### config.mk
export PLATFORM = sky130hd
export DESIGN_NAME = response_stage
export DESIGN_NICKNAME = d
export VERILOG_FILES = /design/src/rtl/mpt_pkg.sv /design/src/rtl/mpt_resp_fifo.sv /design/src/rtl/response_stage.sv
export SDC_FILE = /design/constraint.sdc
export NUM_CORES = 1
export LEC_CHECK = 0
export ABC_AREA = 1
export BUFFER_PORTS_ARGS = -buffer_cell sky130_fd_sc_hd__buf_2
export CORE_MARGIN = 4
export CORE_UTILIZATION = 49
export CTS_CLUSTER_DIAMETER = 120
export DETAILED_ROUTE_END_ITERATION = 10
export PLACE_DENSITY = 0.76
export SLEW_MARGIN = 20
export SYNTH_ARGS = -nofsm -noshare
export SYNTH_HDL_FRONTEND = slang
export SYNTH_SLANG_ARGS = --single-unit
### constraint.sdc
create_clock -name clk_i -period 2.3 [get_ports clk_i]
set_clock_uncertainty 0.05 [all_clocks]
set_input_delay 0.46 -clock clk_i [delete_from_list [all_inputs] [get_ports clk_i]]
set_output_delay 0.46 -clock clk_i [all_outputs]
set_load 0.02 [all_outputs]
### src/rtl/mpt_pkg.sv
// Shared types for the MPT walker pipeline: fault causes and the response header
// that prefixes every transaction returned to the requester.
package mpt_pkg;

  typedef enum logic [2:0] {
    NO_ERROR         = 3'd0,
    NOT_VALID_ADDR   = 3'd1,
    PAGE_NOT_PRESENT = 3'd2,
    ACCESS_DENIED    = 3'd3,
    MISALIGNED_ENTRY = 3'd4
  } page_format_fault_e;

  localparam int RESP_HDR_WIDTH = 1 + $bits(page_format_fault_e);

  typedef struct packed {
    logic               fault;
    page_format_fault_e cause;
  } mpt_resp_hdr_t;

  function automatic mpt_resp_hdr_t make_resp_hdr(input page_format_fault_e cause);
    mpt_resp_hdr_t hdr;
    hdr.fault = (cause != NO_ERROR);
    hdr.cause = cause;
    return hdr;
  endfunction

endpackage

### src/rtl/mpt_resp_fifo.sv
// Generic synchronous-reset FIFO. Pointers carry one extra bit so full and empty
// are told apart without a separate flag; flush empties it in one edge.
module mpt_resp_fifo #(
  parameter int WIDTH = 36,
  parameter int DEPTH = 2
) (
  input  logic                     clk_i,
  input  logic                     rst_ni,
  input  logic                     push,
  input  logic                     pop,
  input  logic                     flush,
  input  logic [WIDTH-1:0]         wdata,
  output logic [WIDTH-1:0]         rdata,
  output logic                     full,
  output logic                     empty,
  output logic [$clog2(DEPTH):0]   count
);

  localparam int AW = $clog2(DEPTH);
  localparam logic [AW:0] DEPTH_CNT = DEPTH[AW:0];

  if ((DEPTH < 2) || ((DEPTH & (DEPTH - 1)) != 0)) begin : g_depth_check
    $error("mpt_resp_fifo: DEPTH must be a power of two and at least 2");
  end

  logic [AW:0]      wr_ptr;
  logic [AW:0]      rd_ptr;
  logic [WIDTH-1:0] mem [DEPTH];
  logic             do_push;
  logic             do_pop;

  assign count   = wr_ptr - rd_ptr;
  assign full    = (count == DEPTH_CNT);
  assign empty   = (wr_ptr == rd_ptr);
  assign do_push = push && !full && !flush;
  assign do_pop  = pop && !empty && !flush;
  assign rdata   = mem[rd_ptr[AW-1:0]];

  always_ff @(posedge clk_i) begin
    if (!rst_ni) begin
      wr_ptr <= '0;
      rd_ptr <= '0;
      for (int i = 0; i < DEPTH; i++) mem[i] <= '0;
    end else if (flush) begin
      wr_ptr <= '0;
      rd_ptr <= '0;
    end else begin
      if (do_push) begin
        mem[wr_ptr[AW-1:0]] <= wdata;
        wr_ptr              <= wr_ptr + (AW+1)'(1);
      end
      if (do_pop) rd_ptr <= rd_ptr + (AW+1)'(1);
    end
  end

endmodule

### src/rtl/response_stage.sv
// Terminal walker stage: tags finished transactions with their fault status,
// buffers them, returns them to the requester and keeps fault statistics.
module response_stage
  import mpt_pkg::*;
#(
  parameter int PIPELINE_SLAVE_DATA_WIDTH  = 32,
  parameter int PIPELINE_MASTER_DATA_WIDTH = 32 + RESP_HDR_WIDTH,
  parameter int FIFO_DEPTH                 = 2,
  parameter int FAULT_CNT_WIDTH            = 8
) (
  input  logic                                  clk_i,
  input  logic                                  rst_ni,
  input  logic                                  response_slave_valid,
  output logic                                  response_slave_ready,
  input  logic [PIPELINE_SLAVE_DATA_WIDTH-1:0]  response_slave_rdata,
  input  page_format_fault_e                    exception_cause_i,
  output logic                                  response_master_valid,
  input  logic                                  response_master_ready,
  output logic [PIPELINE_MASTER_DATA_WIDTH-1:0] response_master_wdata,
  input  logic                                  response_control_flush,
  input  logic                                  response_control_clear,
  output logic [FAULT_CNT_WIDTH-1:0]            fault_count_o,
  output logic                                  fault_sticky_o
);

  if (PIPELINE_MASTER_DATA_WIDTH != PIPELINE_SLAVE_DATA_WIDTH + RESP_HDR_WIDTH) begin : g_width_check
    $error("response_stage: master width must be slave width plus response header");
  end

  localparam int CW = $clog2(FIFO_DEPTH);
  localparam logic [CW:0] DEPTH_CNT = FIFO_DEPTH[CW:0];

  mpt_resp_hdr_t                         hdr;
  logic [PIPELINE_SLAVE_DATA_WIDTH-1:0]  payload;
  logic [PIPELINE_MASTER_DATA_WIDTH-1:0] packed_resp;
  logic                                  push;
  logic                                  pop;
  logic                                  full;
  logic                                  empty;
  logic [CW:0]                           count;

  // Handshake: a beat moves on either port exactly at a rising edge where valid
  // and ready are both high. Ready is held low during reset and flush and never
  // looks at the requester's ready, so no combinational path crosses the stage.
  assign response_slave_ready  = rst_ni && !full && !response_control_flush;
  assign push                  = response_slave_valid && response_slave_ready;
  assign response_master_valid = !empty;
  assign pop                   = response_master_valid && response_master_ready;

  // Faulting walks return a zero payload so no partial translation leaks out.
  assign hdr         = make_resp_hdr(exception_cause_i);
  assign payload     = hdr.fault ? '0 : response_slave_rdata;
  assign packed_resp = {hdr, payload};

  mpt_resp_fifo #(
    .WIDTH (PIPELINE_MASTER_DATA_WIDTH),
    .DEPTH (FIFO_DEPTH)
  ) u_fifo (
    .clk_i  (clk_i),
    .rst_ni (rst_ni),
    .push   (push),
    .pop    (pop),
    .flush  (response_control_flush),
    .wdata  (packed_resp),
    .rdata  (response_master_wdata),
    .full   (full),
    .empty  (empty),
    .count  (count)
  );

  always_comb begin
    assert (full == (count == DEPTH_CNT));
    assert (empty == (count == '0));
  end

  // Clear wins over a faulting push landing on the same edge.
  always_ff @(posedge clk_i) begin
    if (!rst_ni || response_control_clear) begin
      fault_count_o  <= '0;
      fault_sticky_o <= 1'b0;
    end else if (push && hdr.fault) begin
      if (fault_count_o != '1) fault_count_o <= fault_count_o + 1'b1;
      fault_sticky_o <= 1'b1;
    end
  end

endmodule

==> impl_metrics.py <==
metrics = {
    "outcome": {
        "status": "completed",
    },
    "logic_synthesis": {
        "synth-seq-cells": 86,
        "yosysUniqueCellTypes": 28,
        "synth_area_leaders": "edfxtp_1 53%, mux2_2 10%, dfxtp_1 6.9%",
        "synth_largest_area_cell": "edfxtp_1",
        "yosysTopAreaCellShare_pct": 53.5,
        "ys_seq_area_share_pct": 60.4,
        "synth_area_per_cell_um2": 11.8,
        "netlist_area_um2": 4040,
        "synth_fp_nets": 386,
        "yosys_warnings": 0,
        "syn_inst": 344,
    },
    "route": {
        "wire_per_inst_um": 15.1,
        "dr_wl_met3_um": 602,
        "drtIter0Drc": 134,
        "viasPerCell": 5.12,
        "vias": 2754,
        "drt_wl_total_um": 8130,
        "m1WireLength_um": 3550,
        "final_antenna_net_count": 0,
        "drc": 0,
        "routed.top_layer": "met4",
        "firstDrtPassIters": 4,
        "wl_met2_um": 3870,
    },
    "flow_run": {
        "drv_cap": 0,
    },
    "worst_setup_path": {
        "critical-path-top-delay-family": "buffers and inverters",
        "r2r_start": "u_fifo.wr_ptr[0]",
        "critPathKind": "reg2out",
        "startpoint_type": "flip-flop",
        "path_cells": "buf_12, mux2_2, buf_2",
        "critPathCaptureType": "output port",
        "critPathArrivalTime_ps": 1470,
        "cp.buffers_inverters": 2,
        "slowest_delay_ps": 380,
        "crit_slowest_cell": "mux2_2",
        "path_max_fanout": 36,
        "required_ps": 1790,
    },
    "floorplan": {
        "die_area_um2": 9770,
        "num_io_pins": 88,
        "placementRows": 32,
        "die_x_um": 98.8,
        "initial_utilization_pct": 51.3,
        "die_y_um": 98.8,
        "coreArea_um2": 7890,
    },
    "clock_tree": {
        "worstSkewPairLatency_ps": 340,
        "ctsHoldBuffers": 0,
        "cts_setup_buffers": 0,
        "root_buffer": "clkbuf_8",
        "htreeDepth": 3,
        "clkTransAtPathRegs_ps": 80,
        "cts_num_sinks": 86,
        "clockBufferDepth": 2,
        "numCtsBuffers": 9,
        "tritoncts": "yes",
        "ctsResizeCount": 0,
    },
    "placed_design": {
        "io_buffers": 87,
        "place_area_um2": 4590,
        "hpwl_um": 5310,
        "dp_slack_ps": 346,
        "place.gp.congestion": 0.819,
    },
    "timing": {
        "tightest_slew_ps": 539,
        "rsz0062_at_grt": "no",
        "maxSlewViolCount": 0,
        "max-slew-margin-rel_pct": 64.1,
        "setup_viol": 0,
        "min_period_over_period_pct": 86.0,
        "tns_ps": 0,
        "whs_ps": 381,
        "fin_ws_ps": 322,
        "period_needed_ps": 1980,
        "fmax_ghz": 0.506,
        "hold_violations": 0,
    },
    "finish": {
        "final_common_cell": "buf_2",
        "fill_cells": 642,
        "layout_common_cells": "87 x buf_2, 72 x edfxtp_1, 49 x inv_1",
        "nets": 473,
        "n_antenna_cell": 0,
        "multi_input_area_um2": 1300,
        "register_area_um2": 2440,
        "area_growth_pct": 18.6,
        "drive_gt1_share_pct": 40.1,
        "stdcell_area_um2": 4790,
    },
    "global_route": {
        "grt_pass1_wl_um": 13200,
        "grt_max_degree": 41,
        "grt_pass1_vias": 2768,
        "grt_overflow": 0,
        "antenna_found_initial": 0,
        "grtUsageTotal_pct": 17.0,
    },
    "power": {
        "p_leak_nw": 1.97,
        "vdd_drop_max_uv": 314,
        "pwr_density_cell_nw_per_um2": 660,
        "power_w": 0.00316,
    },
    "hold_path": {
        "hp-start": "response_control_clear",
        "min-delay-path-class": "in2reg",
    },
}
final cells by class:
cell class | instances | share of cell area (%)
clock inverters | 5 | 1.54
flip-flops and latches | 86 | 51.0
repair buffers | 94 | 11.0
well taps | 102 | 2.66
multi-input cells | 190 | 27.2
inverters | 50 | 3.92
clock buffers | 11 | 2.74
routing by layer:
metal  up-vias  track usage [%]
met1      1290             22.5
met4         0             5.36
met2        93             27.6
met3        13             4.39
met5         -                0
li1       1358                -
sequential cells by signal, indices dropped and copies added (netlist names), named ones only:
register	count
fault_count_o	8
fault_sticky_o	1
u_fifo.mem	72
u_fifo.rd_ptr	2
u_fifo.wr_ptr	2
final timing paths:
kind | endpoint | slack (ps) | cells after the start
hold / removal | fault_count_o[1] | 380 | 4
setup reg to reg | u_fifo.mem[1][31] | 460 | 9
hold reg to reg | fault_sticky_o | 450 | 1
setup / recovery | response_master_wdata[22] | 320 | 3
report_power, final:
part | switching [W] | internal, W | leakage, nW
Sequential | 0.0000153 | 0.00174 | 0.855
Clock | 0.000510 | 0.000606 | 0.105
Combinational | 0.000188 | 0.000102 | 1.01
Total | 0.000712 | 0.00245 | 1.97
worst min-delay path, cell delays in order:
cell and delay, ps:
buf_2 80, nor2_1 90, nand2_1 80, nor2_1 30
Yosys cell counts:
library cell / count
a21oi_1: 10
buf_1: 5
buf_2: 5
buf_6: 3
clkbuf_1: 2
clkbuf_8: 3
dfxtp_1: 14
edfxtp_1: 72
ha_1: 1
inv_1: 49
inv_2: 1
mux2_2: 36
nand2_1: 21
nand2_2: 3
nand2_4: 1
nand3_1: 9
nand3_2: 1
nand3b_1: 1
nand4_1: 2
nand4_4: 1
nor2_1: 25
nor2_4: 1
nor3_1: 44
nor3_2: 20
o21a_1: 1
o21ai_0: 9
xnor2_1: 2
xor2_1: 2
cells by family (layout without fill, tap and decap cells):
logic type,count (synthesis),count (layout),share of synthesized area (%)
AO/OA/AOI/OAI,20,20,2.54
XOR/XNOR,4,4,0.867
adder cells (fa/ha/maj),1,1,0.309
buffers and inverters,68,160,7.77
flip-flops,86,86,60.4
multiplexers,36,36,10.0
AND/OR/NAND/NOR,129,129,18.1
per-stage QoR:
step	instances	util (%)
after detailed placement	522	58.2
after floorplan	344	-
final	538	60.8
after global placement	522	58.2
after global routing	538	60.8
after CTS	538	60.8
Power figures use the tool's default switching activity.
